==> config.mk <==
export PLATFORM = sky130hd
export DESIGN_NAME = hash_stream_bridge
export DESIGN_NICKNAME = d
export VERILOG_FILES = /design/src/rtl/hash_bridge_pkg.sv /design/src/rtl/hash_stream_bridge_word_packer.sv /design/src/rtl/hash_stream_bridge.sv
export SDC_FILE = /design/constraint.sdc
export NUM_CORES = 1
export LEC_CHECK = 0
export ABC_AREA = 1
export CORE_UTILIZATION = 52
export CTS_BUF_LIST = sky130_fd_sc_hd__clkbuf_4 sky130_fd_sc_hd__clkbuf_8 sky130_fd_sc_hd__clkbuf_16
export DETAILED_ROUTE_END_ITERATION = 10
export PLACE_DENSITY = 0.88
export SYNTH_ARGS = -nofsm -noshare
export SYNTH_HDL_FRONTEND = slang
export SYNTH_SLANG_ARGS = --single-unit
==> constraint.sdc <==
create_clock -name clk -period 13.89 [get_ports clk]
set_input_delay 3.4725 -clock clk [delete_from_list [all_inputs] [get_ports clk]]
set_output_delay 3.4725 -clock clk [all_outputs]
set_load 0.005 [all_outputs]
==> src/rtl/hash_bridge_pkg.sv <==
// Shared state encodings and mode constants for the hash stream bridge.
// Imported by the bridge top level and its testbench.
package hash_bridge_pkg;

  typedef logic [2:0] state_t;

  localparam state_t ST_IDLE  = 3'd0;
  localparam state_t ST_TGT   = 3'd1;
  localparam state_t ST_HASH  = 3'd2;
  localparam state_t ST_CMP   = 3'd3;
  localparam state_t ST_WRITE = 3'd4;
  localparam state_t ST_ACK   = 3'd5;

  localparam logic MODE_READ = 1'b0;
  localparam logic MODE_CMP  = 1'b1;

endpackage

==> src/rtl/hash_stream_bridge_word_packer.sv <==
// Shifts host beats MSB-first into a core word; word_vld pulses one cycle after the last beat.
// Holds word_dat stable until the next beat; clr drops a partial word and any pending pulse.
module word_packer #(
  parameter int BUS_W  = 8,
  parameter int WORD_W = 32
) (
  input  logic              clk,
  input  logic              rst_n,
  input  logic              beat_vld,
  input  logic [BUS_W-1:0]  beat_dat,
  input  logic              clr,
  output logic              word_vld,
  output logic [WORD_W-1:0] word_dat
);

  localparam int NB = WORD_W / BUS_W;
  localparam int CW = $clog2(NB) + 1;

  logic [CW-1:0] cnt;

  always_ff @(posedge clk or negedge rst_n) begin
    if (!rst_n) begin
      cnt      <= '0;
      word_vld <= 1'b0;
    end else if (clr) begin
      cnt      <= '0;
      word_vld <= 1'b0;
    end else begin
      word_vld <= 1'b0;
      if (beat_vld) begin
        if (cnt == CW'(NB - 1)) begin
          cnt      <= '0;
          word_vld <= 1'b1;
        end else begin
          cnt <= cnt + CW'(1);
        end
      end
    end
  end

  // Data path carries no reset; only the count and strobe need a known value.
  always_ff @(posedge clk) begin
    if (beat_vld && !clr)
      word_dat <= (word_dat << BUS_W) | WORD_W'(beat_dat);
  end

endmodule

==> src/rtl/hash_stream_bridge.sv <==
// Bridges a narrow host beat stream to a hash core: feeds words, then reads out or compares the digest.
// One host beat per request with a mandatory idle cycle between requests; host stalls by holding rdy low.
module hash_stream_bridge
  import hash_bridge_pkg::*;
#(
  parameter int BUS_W    = 8,
  parameter int WORD_W   = 32,
  parameter int DIGEST_W = 256
) (
  input  logic                clk,
  input  logic                rst_n,
  input  logic                start,
  input  logic                mode,
  input  logic                rdy,
  input  logic [BUS_W-1:0]    din,
  output logic                rq,
  output logic                done,
  output logic [BUS_W-1:0]    dout,
  output logic                hit,
  output logic                c_start,
  input  logic                c_rq,
  output logic                c_rdy,
  output logic [WORD_W-1:0]   c_data,
  input  logic                c_done,
  input  logic [DIGEST_W-1:0] c_hash
);

  localparam int NDB = DIGEST_W / BUS_W;
  localparam int CW  = $clog2(NDB) + 1;

  state_t              state;
  logic                mode_q;
  logic [CW-1:0]       cnt;
  logic [DIGEST_W-1:0] target;
  logic                xfer;
  logic                last_beat;
  logic                want_req;
  logic                pk_vld;
  logic                pk_clr;
  logic [BUS_W-1:0]    beat_sel;

  assign xfer      = rq & rdy;
  assign last_beat = (cnt == CW'(NDB - 1));
  assign pk_vld    = (state == ST_HASH) & xfer;
  assign pk_clr    = (state == ST_IDLE) | ((state == ST_HASH) & c_done);
  assign beat_sel  = BUS_W'(c_hash >> (DIGEST_W - BUS_W * (int'(cnt) + 1)));

  // Hashing only asks for data while the core wants it and no word is waiting to be taken.
  always_comb begin
    want_req = 1'b0;
    case (state)
      ST_TGT, ST_WRITE, ST_ACK: want_req = 1'b1;
      ST_HASH:                  want_req = c_rq & ~c_rdy & ~c_done;
      default:                  want_req = 1'b0;
    endcase
  end

  word_packer #(
    .BUS_W  (BUS_W),
    .WORD_W (WORD_W)
  ) u_packer (
    .clk      (clk),
    .rst_n    (rst_n),
    .beat_vld (pk_vld),
    .beat_dat (din),
    .clr      (pk_clr),
    .word_vld (c_rdy),
    .word_dat (c_data)
  );

  always_ff @(posedge clk or negedge rst_n) begin
    if (!rst_n) begin
      state   <= ST_IDLE;
      mode_q  <= MODE_READ;
      cnt     <= '0;
      rq      <= 1'b0;
      done    <= 1'b0;
      hit     <= 1'b0;
      c_start <= 1'b0;
      dout    <= '0;
    end else begin
      c_start <= 1'b0;
      if (xfer) begin
        rq <= 1'b0;
      end else if (!rq && want_req) begin
        rq <= 1'b1;
        if (state == ST_WRITE)
          dout <= beat_sel;
      end

      case (state)
        ST_IDLE: begin
          if (start) begin
            mode_q  <= mode;
            c_start <= 1'b1;
            cnt     <= '0;
            state   <= (mode == MODE_CMP) ? ST_TGT : ST_HASH;
          end
        end
        ST_TGT: begin
          if (xfer) begin
            if (last_beat) begin
              cnt   <= '0;
              state <= ST_HASH;
            end else begin
              cnt <= cnt + CW'(1);
            end
          end
        end
        ST_HASH: begin
          if (c_done) begin
            done  <= 1'b1;
            rq    <= 1'b0;
            cnt   <= '0;
            state <= (mode_q == MODE_CMP) ? ST_CMP : ST_WRITE;
          end
        end
        ST_CMP: begin
          hit   <= (c_hash < target);
          state <= ST_ACK;
        end
        ST_WRITE: begin
          if (xfer) begin
            if (last_beat) begin
              cnt   <= '0;
              done  <= 1'b0;
              state <= ST_IDLE;
            end else begin
              cnt <= cnt + CW'(1);
            end
          end
        end
        ST_ACK: begin
          if (xfer) begin
            done  <= 1'b0;
            hit   <= 1'b0;
            state <= ST_IDLE;
          end
        end
        default: state <= ST_IDLE;
      endcase
    end
  end

  always_ff @(posedge clk) begin
    if ((state == ST_TGT) && xfer)
      target <= (target << BUS_W) | DIGEST_W'(din);
  end

endmodule

# [Word-level counts from Yosys, hierarchy flattened]
# Index checks and enable logic that the tools add are counted.
[classes] n_mux=34 bitwise=11 reduce_logical=18 shift=1 eq_ne=15 add_sub_neg=4 magnitude_cmp=1
[ops] operator="< comparator 256 bit" n=1
[ops] operator="bitwise OR 256 x 8 -> 256 bit" n=1
[ops] operator="right shift 256 x 32 -> 8 bit" n=1
[ops] operator="2-to-1 mux 3 bit" n=11
[ops] operator="bitwise OR 32 x 8 -> 32 bit" n=1
[ops] operator="2-to-1 mux 6 bit" n=4
[ops] operator="one-hot mux 3 bit (6 select lines)" n=1
[ops] operator="one-hot mux 6 bit (3 select lines)" n=1
[ops] operator="!= test 2 bit (second input constant)" n=7
[ops] operator="2-to-1 mux 1 bit" n=13
[ops] operator="subtractor 9 x 10 -> 11 bit (first input constant)" n=1
[ops] operator="== test 3 x 2 -> 1 bit (second input constant)" n=3
[ops] operator="adder 6 x 1 -> 7 bit (second input constant)" n=1
[ops] operator="AND reduction 7 bit" n=1
[ops] operator="adder 6 x 1 -> 6 bit (second input constant)" n=1
[ops] operator="== test 3 bit (second input constant)" n=2
[ops] operator="== test 6 x 5 -> 1 bit (second input constant)" n=1
[ops] operator="nonzero test 3 bit" n=2
[ops] operator="bitwise AND 1 bit" n=5
[ops] operator="AND reduction 5 bit" n=1
[ops] operator="one-hot mux 1 bit (2 select lines)" n=2
[ops] operator="AND reduction 2 bit" n=2
[ops] operator="AND reduction 4 bit" n=1
[ops] operator="nonzero test 2 bit" n=2
[ops] operator="other kinds (13)" n=18
[word_totals] in_bits=271 output_inout_bits=45 ff_bits=314

# [Logic depth before layout (Yosys ltp)]
# Gate-level depths: netlist (run 1).
[depth] word_depth=9 mapped_depth=19

# [Hierarchy]
# From an unflattened synthesis (run 1), not the netlist that was laid out.
[unflattened] cells_unflattened=1915 hier_area_um2=18753.0
[by_module_without_submodules] module="hash_stream_bridge" cells_each=1862 seq_area_each_um2=8237.9 n_inst=1 area_per_inst_um2=17614.4
[by_module_without_submodules] module="word_packer" cells_each=53 seq_area_each_um2=1061.0 n_inst=1 area_per_inst_um2=1138.6

# [Worst setup path after synthesis (run 1)]
# No wires, ideal clock.
[synth_path] path_type="in2reg" from="input rdy" to="register target[0] (enable)" path_stages=2 path_slack_ns=-1.174 setup_ns=0.877 n_path_buf=0 t_arrival_ns=14.187 path_cell_list="nand2_1 > nor2_1"
[synth_between] elab_chain_len=2
[synth_lines] element="from (decl)" line_no="hash_stream_bridge.sv:14" rtl="input logic rdy,"
[synth_lines] element="bitwise AND 1 bit" line_no="hash_stream_bridge.sv:42" rtl="assign xfer = rq & rdy;"
[synth_lines] element="logical AND 1 bit" line_no="hash_stream_bridge.sv:146" rtl="if ((state == ST_TGT) && xfer)"
[synth_lines] element="to (signal assigned)" line_no="hash_stream_bridge.sv:147" rtl="target <= (target << BUS_W) | DIGEST_W'(din);"
[synth_lines] element="to (decl)" line_no="hash_stream_bridge.sv:34" rtl="logic [DIGEST_W-1:0] target;"
# No other way between the ends.
# A chain may end at the register's enable or synchronous reset.

# [Worst setup path after layout (run 1)]
[layout_path] from="input rdy" to="register target[42] (enable)"
# The elaborated chain is that of the path after synthesis.

==> results.ini, run 1 <==
[critical_path]
crit_required_ns=14.02
endpoint_kind=flop
start_kind=primary input
path_class=primary input to flop
cp_max_fo=90
arrival_ns=6.20

[layout]
stdcell_count=2688
final_area_um2=23500
final_common_cell=nand2_1
post-route-util_pct=66.1
final_layout_size_suffix_gt1_share_pct=4.18
final_nets=2728
diodes=0
fillers=2704
syn_to_final_growth_pct=25.6
most-common-layout-cells=372 x nand2_1, 315 x clkdlybuf4s50_1, 309 x inv_1

[route]
via_per_inst=5.83
firstDrtPassIters=5
routed_wl_mm=55.3
vias=15700
wl_per_cell_um=20.6
drtAntennaViolNets=0
drc=0
initialDrtViolationCount=1828

[clock_tree]
cts_made_buffers=35
cts_hold_buf=0
clock_latency_ns=0.51
cts_sinks=314
cts.repair.resized=0
cts_max_level=2
cts_buffer_depth=3
path_clk_slew_ns=0.06
post_cts_buffers=0
root_buffer=clkbuf_16
cts_tree=done

[power]
power_frac_clock_pct=31.1
p_switching_mw=1.06
power_frac_comb_pct=30.7
p_leak_nw=10.2
power_mw=3.09
power_density_nw_per_um2=132
switching_share_pct=34.2
p_int_mw=2.03
seqPwrFrac_pct=38.2
ir_worst_vdd_mv=0.0920

[grt]
grt_util_met2_pct=48.9
grt_max_degree=91
gr-max-usage-layer=met2
track_usage_pct=30.0
grt_pass1_vias=15800
grt_util_met3_pct=5.76
grt_pass1_wl_mm=82.9
antenna_found_initial=2
grtUsageMet1_pct=39.0
overflow=0

[floorplanning]
row_count=69
die_h_um=192
die_w_um=192
pin_count=316
initial_core_util_pct=52.7
die-area_um2=36700
core_um2=35500

[synth]
ys_seq_area_share_pct=49.8
synth_seq_cells=314
syn_area_per_cell_um2=9.93
synth_mux_area_share_pct=0
synth_xor_xnor_area_share_pct=0.375
synth_top_family_by_area=adder cells
synthAdderAreaFrac_pct=17.2
ys_types=53
synthFlopType=edfxtp_1
synthArstFlopShare_pct=8.28
synth-simple-area-share_pct=12.6
synthCells=1881
ys_warn_count=0
netlist_area_um2=18700
synth_compound_area_share_pct=12.4
synth_edf_count=288
syn-num-nets=2409

[timing]
slew_headroom_pct=21.5
finalSetupTns_ns=0
finalWorstSetupSlack_ns=7.82
drv_slew=0
hold_viol=0
fmax_mhz=165
finalClockSkew_ns=0.0141
setup_violations=0
rsz0062_at_grt=no
fin_crit_ns=6.07
holdWs_ns=0.446
tightestPinTransition_ns=1.18
finalCritPeriodShare_pct=43.7

[placed_design]
place_inst=2624
dpl_cell_area_um2=22300
post-place-ws_ns=7.35
hpwl_mm=41.9
io_buffers=315
gp_congestion=0.958

[flow_run]
drv_cap=0

[hold_path]
hp-class=flop to flop

[run_status]
status=finished clean

-- synthesized netlist by cell type (5+ instances only) --
library cell	instances	area (um2)
o21a_1	9	67.6
dfrtp_1	26	651
o22ai_1	15	93.8
nor3_1	15	75.1
nand3_1	48	240
o21ai_0	76	380
clkbuf_1	19	71.3
buf_6	5	56.3
o311ai_0	7	61.3
a21oi_1	163	816
buf_2	16	80.1
a22oi_1	25	188
a221oi_1	25	219
ha_1	257	3220
inv_1	309	1160
nor4_1	8	50.1
nor2_1	85	319
o31ai_1	5	37.5
a211oi_1	30	225
nand2_1	372	1400
nand4_1	19	119
edfxtp_1	288	8650
o211ai_1	8	60.1
-- worst max-delay path, stage by stage --
cell,delay [ns]
clkdlybuf4s50_1,0.46
nand2_1,0.13
nor2_4,0.15
buf_4,0.84
buf_4,0.99
-- power by group through the flow --
stage | logic [mW] | registers [mW] | clock network, mW
after floorplan | 0.551 | 1.19 | 0
after global placement | 0.898 | 1.19 | 0
after detailed placement | 0.925 | 1.20 | 0
after CTS | 0.933 | 1.18 | 0.970
after global routing | 1.03 | 1.19 | 1.00
final | 0.948 | 1.18 | 0.959
-- layout make-up --
type	instances	area (um2)	share of cell area (%)
Multi-Input combinational cell	1209	7990	34.0
Clock inverter	17	206	0.880
Clock buffer	47	978	4.17
Inverter	314	1180	5.04
Tap cell	461	577	2.46
Timing Repair Buffer	326	3240	13.8
Sequential cell	314	9300	39.6
-- routing by layer --
layer	routed length, um	vias up
met3	5860	162
met1	21900	7371
met5	18	-
li1	-	7215
met4	2320	4
met2	25100	913
-- logic make-up after synthesis --
group	count (synthesis)
AO/OA/AOI/OAI	384
AND/OR/NAND/NOR	563
flip-flops	314
XOR/XNOR	5
adder cells (fa/ha/maj)	257
buffers and inverters	358
-- registers in the layout, summed over array words and instances, names as in the netlist, 3 cells and up --
register / count
cnt: 6
u_packer.cnt: 3
u_packer.word_dat: 32
state: 3
target: 256
dout: 8
-- final timing paths --
check / from / to / slack, ns / cells after the start
worst max-delay path: rdy / target[42] / 7.82 / 5
worst min-delay path: target[245] / target[253] / 0.45 / 0
worst max register to register: cnt[0] / dout[5] / 9.89 / 14
worst min register to register: target[245] / target[253] / 0.45 / 0
max in group asynchronous: rst_n / dout[1] / 10.25 / 2
min in group asynchronous: rst_n / u_packer.cnt[1] / 3.34 / 2
No activity file was read; power rests on OpenSTA's default activity.
==> run 2, diff against run 1 <==
CORE_UTILIZATION = 49   (was 52)
clock period = 5.4 ns   (was 13.89 ns; I/O delays follow)
==> run 2 against run 1 <==
  * Design area up 0.47%
  * Setup slack worse by 6.6 ns
  * Routed wire length up 4.1%
  * First-iteration DRC count down 12%
  * Combinational power rose to 2.6 times the previous value
  * Global-route usage down 0.50 points
  * Power rose to 2.6 times the previous value
  * Critical path depth up 4
  * Clock skew up 0.011 ns
  * Die area up 6.1%
  * Clock-buffer cell count up 3
  * Largest cell class unchanged
==> results.ini, run 2 (synthesis gave the netlist of run 1 again) <==
[power]
p_switching_mw=2.72  ; was 1.06 mW
ir_worst_vdd_mv=0.278  ; was 0.0920 mV
p_leak_nw=10.2  ; about the same
power_frac_comb_pct=31.3  ; was 30.7%
power_frac_clock_pct=30.0  ; was 31.1%
seqPwrFrac_pct=38.8  ; was 38.2%
power_density_nw_per_um2=335  ; was 132 nW/um2
p_int_mw=5.17  ; was 2.03 mW
switching_share_pct=34.5  ; was 34.2%

[layout]
post-route-util_pct=62.8  ; was 66.1%
syn_to_final_growth_pct=26.2  ; was 25.6%
final_common_cell=nand2_1  ; unchanged
top_register=target  ; unchanged
final_nets=2735  ; was 2728
most-common-layout-cells=371 x nand2_1, 315 x clkdlybuf4s50_1, 309 x inv_1  ; was 372 x nand2_1, 315 x clkdlybuf4s50_1, 309 x inv_1
largest_register_ffs=256  ; unchanged
final_layout_size_suffix_gt1_share_pct=4.17  ; was 4.18%
largestRegisters=target x256, u_packer.word_dat x32, dout x8  ; unchanged

[route]
vias=15700  ; about the same
via_per_inst=5.71  ; was 5.83
routed_wl_mm=57.5  ; was 55.3 mm
initialDrtViolationCount=1613  ; was 1828
wl_per_cell_um=21.0  ; was 20.6 um
drtAntennaViolNets=0  ; unchanged
firstDrtPassIters=5  ; unchanged
drc=0  ; unchanged

[floorplanning]
pin_count=316  ; unchanged
die-area_um2=38900  ; was 36700 um2
core_um2=37600  ; was 35500 um2
row_count=71  ; was 69
die_w_um=197  ; was 192 um
die_h_um=197  ; was 192 um
initial_core_util_pct=49.7  ; was 52.7%

[grt]
overflow=0  ; unchanged
antenna_found_initial=1  ; was 2
track_usage_pct=29.5  ; was 30.0%
grt_pass1_wl_mm=86.5  ; was 82.9 mm
grt_max_degree=67  ; was 91
grt_pass1_vias=15900  ; was 15800

[critical_path]
critPathTopFamily=simple AND/OR/NAND/NOR gates  ; was buffers and inverters
r2r_setup_slack_ns=1.17  ; was 9.89 ns
path_cells=ha_2, buf_4, nand2_1, nand2_1, o2111ai_1, a31oi_1, o31ai_1, nand3_1, nand2_1  ; was clkdlybuf4s50_1, nand2_1, nor2_4, buf_4, buf_4
cp_common_cell=nand2_1  ; was buf_4
arrival_ns=4.63  ; was 6.20 ns
rr_worst_depth=9  ; was 14
cp_max_fo=54  ; was 90
path_buf_inv=1  ; was 3
crit_required_ns=5.81  ; was 14.02 ns
start_kind=flop  ; was primary input
r2r_start=cnt[0]  ; unchanged
timing.rr.end=dout[5]  ; unchanged
cpPeakStageDelay_ns=0.85  ; was 0.99 ns
endpoint_kind=flop  ; unchanged
cpMaxStageDelayCell=dfrtp_1  ; was buf_4
path_class=flop to flop  ; was primary input to flop

[placed_design]
io_buffers=315  ; unchanged
gp_congestion=0.978  ; was 0.958
hpwl_mm=44.4  ; was 41.9 mm

[hold_path]
hp-start=target[197]  ; was target[245]
hp-class=flop to flop  ; unchanged
whs_path_depth=0  ; unchanged
holdPathEnd=target[205]  ; was target[253]

[clock_tree]
root_buffer=clkbuf_16  ; unchanged
cts_buffer_depth=3  ; unchanged
cts_made_buffers=35  ; unchanged
path_clk_slew_ns=0.06  ; about the same
post_cts_buffers=0  ; unchanged
cts_sinks=314  ; unchanged
cts_tree=done  ; unchanged
cts_hold_buf=0  ; unchanged
cts.repair.resized=0  ; unchanged
clock_latency_ns=0.52  ; was 0.51 ns
cts_max_level=2  ; unchanged

[run_status]
status=finished clean  ; unchanged

[timing]
fmax_mhz=237
rsz0062_at_grt=no  ; unchanged
hold_viol=0  ; unchanged
finalClockSkew_ns=0.0251  ; was 0.0141 ns
fin_crit_ns=4.23
slew_headroom_pct=30.9  ; was 21.5%
finalSetupTns_ns=0  ; unchanged
finalCritPeriodShare_pct=78.2
setup_violations=0  ; unchanged
drv_slew=0  ; unchanged
tightestPinTransition_ns=1.03  ; was 1.18 ns

[flow_run]
drv_cap=0  ; unchanged

-- run 2: cell type report --
class / count / area [um2]
Tap cell: 511 / 639
Clock inverter: 10 / 71.3
Fill cell: 3003 / 14000
Antenna cell: 1 / 2.50
Inverter: 314 / 1180
Multi-Input combinational cell: 1209 / 8010
Clock buffer: 50 / 1050
Timing Repair Buffer: 333 / 3330
Sequential cell: 314 / 9300
-- run 2: layer usage --
metal,wire length [um],GRT usage [%],vias up
met1,22600,37.5,7376
met5,12,0,-
met4,2440,12.7,2
met3,5980,6.16,160
met2,26500,48.5,877
li1,-,-,7236
-- run 2: metrics by stage --
stage	setup WS [ns]	total power [mW]	hold slack, ns	std cells	area (um2)
global placement	1.18	5.46	0.428	2681	22500
floorplan	-0.186	4.47	0.426	1881	18700
global route	1.06	8.25	0.450	2741	23600
finish	1.17	7.90	0.436	2742	23600
detailed placement	1.25	5.52	0.432	2681	22500
CTS	1.26	7.89	0.436	2741	23600
-- run 2: power by group through the flow --
stage	Clock (mW)	Combinational (mW)	Sequential, mW
floorplan	0	1.42	3.05
global placement	0	2.36	3.10
detailed placement	0	2.42	3.10
CTS	2.40	2.44	3.06
global route	2.49	2.68	3.08
finish	2.37	2.47	3.06
-- run 2: worst max-delay path by stage --
stage,from,end,slack (ns),cells after the start
final,cnt[0],dout[5],1.17,9
after global placement,cnt[0],dout[6],1.18,11
after detailed placement,cnt[0],dout[6],1.25,11
after floorplan,rdy,target[0],-0.19,2
after CTS,cnt[0],dout[6],1.26,11
after global routing,cnt[0],dout[6],1.06,11
==> run 3, diff against run 2 <==
clock period = 3.4 ns   (was 5.4 ns; I/O delays follow)
==> run 3 against run 2 <==
  * Die area is the same
  * Highest routed layer unchanged
  * Design area grew 0.82%
  * Sequential share of layout area fell by 0.32 points
  * Via count grew 0.29%
  * Worst hold slack improved by 0.0047 ns
  * Setup slack worse by 0.69 ns
==> results.ini, run 3 (synthesis gave the netlist of run 1 again) <==
[layout]
largest_register_ffs=256  ; unchanged
syn_to_final_growth_pct=27.2  ; was 26.2%
largestRegisters=target x256, u_packer.word_dat x32, dout x8  ; unchanged
top_register=target  ; unchanged
final_common_cell=nand2_1  ; unchanged
final_layout_size_suffix_gt1_share_pct=4.68  ; was 4.17%
fillers=2957  ; was 3003
diodes=0  ; was 1
stdcell_count=2753  ; was 2742
final_nets=2744  ; was 2735
most-common-layout-cells=371 x nand2_1, 315 x clkdlybuf4s50_1, 309 x inv_1  ; unchanged

[floorplanning]
core_um2=37600  ; unchanged
die_w_um=197  ; unchanged
pin_count=316  ; unchanged
die-area_um2=38900  ; unchanged
row_count=71  ; unchanged
initial_core_util_pct=49.7  ; unchanged
die_h_um=197  ; unchanged

[critical_path]
arrival_ns=3.32  ; was 4.63 ns
crit_required_ns=3.80  ; was 5.81 ns
r2r_setup_slack_ns=0.48  ; was 1.17 ns
r2r_start=cnt[2]  ; was cnt[0]
path_class=flop to flop  ; unchanged
crit_start=cnt[2]  ; was cnt[0]
start_kind=flop  ; unchanged
timing.rr.end=dout[7]  ; was dout[5]
rr_worst_depth=9  ; unchanged
cp_max_fo=16  ; was 54
crit_end=dout[7]  ; was dout[5]
endpoint_kind=flop  ; unchanged

[placed_design]
hpwl_mm=44.6  ; was 44.4 mm
post-place-ws_ns=0.206  ; was 1.25 ns
gp_congestion=0.973  ; was 0.978
place_inst=2688  ; was 2681
io_buffers=315  ; unchanged

[grt]
grt_max_degree=113  ; was 67
antenna_found_initial=9  ; was 1
track_usage_pct=29.7  ; was 29.5%
overflow=0  ; unchanged
gr-max-usage-layer=met2  ; unchanged
grt_pass1_wl_mm=87.6  ; was 86.5 mm
grt_util_met3_pct=6.23  ; was 6.16%
grt_pass1_vias=16200  ; was 15900
grt_util_met2_pct=49.8  ; was 48.5%
grtUsageMet1_pct=37.8  ; was 37.5%

[clock_tree]
cts_hold_buf=0  ; unchanged
path_clk_slew_ns=0.06  ; about the same
cts_tree=done  ; unchanged
clock_latency_ns=0.52  ; about the same
cts_made_buffers=37  ; was 35
post_cts_buffers=0  ; unchanged
root_buffer=clkbuf_16  ; unchanged
cts_buffer_depth=3  ; unchanged
cts.repair.resized=0  ; unchanged
cts_max_level=2  ; unchanged
cts_sinks=314  ; unchanged

[timing]
finalCritPeriodShare_pct=85.8  ; was 78.2%
finalWorstSetupSlack_ns=0.483  ; was 1.17 ns
tightestPinTransition_ns=0.701  ; was 1.03 ns
drv_slew=0  ; unchanged
slew_headroom_pct=52.7  ; was 30.9%
fmax_mhz=343  ; was 237 MHz
hold_viol=0  ; unchanged
rsz0062_at_grt=no  ; unchanged
finalClockSkew_ns=0.0119  ; was 0.0251 ns
fin_crit_ns=2.92  ; was 4.23 ns
setup_violations=0  ; unchanged

[route]
wl_per_cell_um=21.0  ; about the same
vias=15700  ; about the same
initialDrtViolationCount=1354  ; was 1613
drc=0  ; unchanged
routed_wl_mm=57.7  ; was 57.5 mm
firstDrtPassIters=6  ; was 5
drtAntennaViolNets=0  ; unchanged
via_per_inst=5.70  ; was 5.71

[power]
power_density_nw_per_um2=545  ; was 335 nW/um2
ir_worst_vdd_mv=0.430  ; was 0.278 mV
p_leak_nw=10.3  ; was 10.2 nW

[hold_path]
hp-class=flop to flop  ; unchanged

[run_status]
status=finished clean  ; unchanged

[flow_run]
drv_cap=0  ; unchanged

-- run 3: cell count changes in the layout (fill, tap and decap cells not counted) --
cell,before,now
buf_12,3,6
buf_4,15,19
bufinv_16,1,6
clkbuf_16,38,37
clkbuf_4,10,6
clkbuf_8,2,0
clkinv_2,2,8
clkinvlp_4,0,1
diode_2,1,0
-- run 3: report_power, final --
part,switching [mW],internal [mW],leakage (nW)
Combinational,2.60,1.45,6.73
Sequential,0.217,4.60,2.94
Clock,1.58,2.50,0.614
Total,4.40,8.55,10.3
-- run 3: worst min-delay path by stage --
| stage | startpoint | endpoint | slack [ns] | depth (start not counted) |
|---|---|---|---|---|
| floorplan | target[92] | target[100] | 0.43 | 0 |
| global placement | target[80] | target[88] | 0.43 | 0 |
| detailed placement | target[60] | target[68] | 0.43 | 0 |
| CTS | target[216] | target[224] | 0.44 | 0 |
| global route | target[96] | target[104] | 0.45 | 0 |
| finish | target[37] | target[45] | 0.44 | 0 |
-- run 3: metal layers --
metal  part of all wire [%]  vias up
li1                       -     7253
met1                     40     7437
met2                     47      846
met3                     10      155
met4                    3.4        6
met5                  0.073        -
-- run 3: cell type report --
cell class	instances	area [um2]	share of cell area (%)
clock buffer	43	971	4.08
inverter	314	1180	4.98
sequential	314	9300	39.1
multi-input combinational	1209	8010	33.7
tap	511	639	2.69
clock inverter	22	259	1.09
timing repair buffer	340	3420	14.4
-- run 3: per-stage QoR --
stage	TNS, ns	power [mW]	utilization (%)	hold WS, ns	instance area, um2
after global routing	0	13.5	63.3	0.448	23800
after global placement	0	8.74	60.0	0.429	22500
final	0	13.0	63.3	0.441	23800
after detailed placement	0	8.86	60.0	0.432	22500
after CTS	0	12.9	63.3	0.445	23800
after floorplan	-431.65	7.10	-	0.426	18700
-- run 3: worst max-delay path, cell delays in order, from the launching register on --
cell	delay [ns]
dfrtp_1	0.53
buf_4	0.34
clkinv_1	0.27
buf_4	0.26
a221oi_1	0.35
o21ai_0	0.29
nand3_1	0.22
o311ai_0	0.28
nand3_1	0.18
nand2_1	0.06
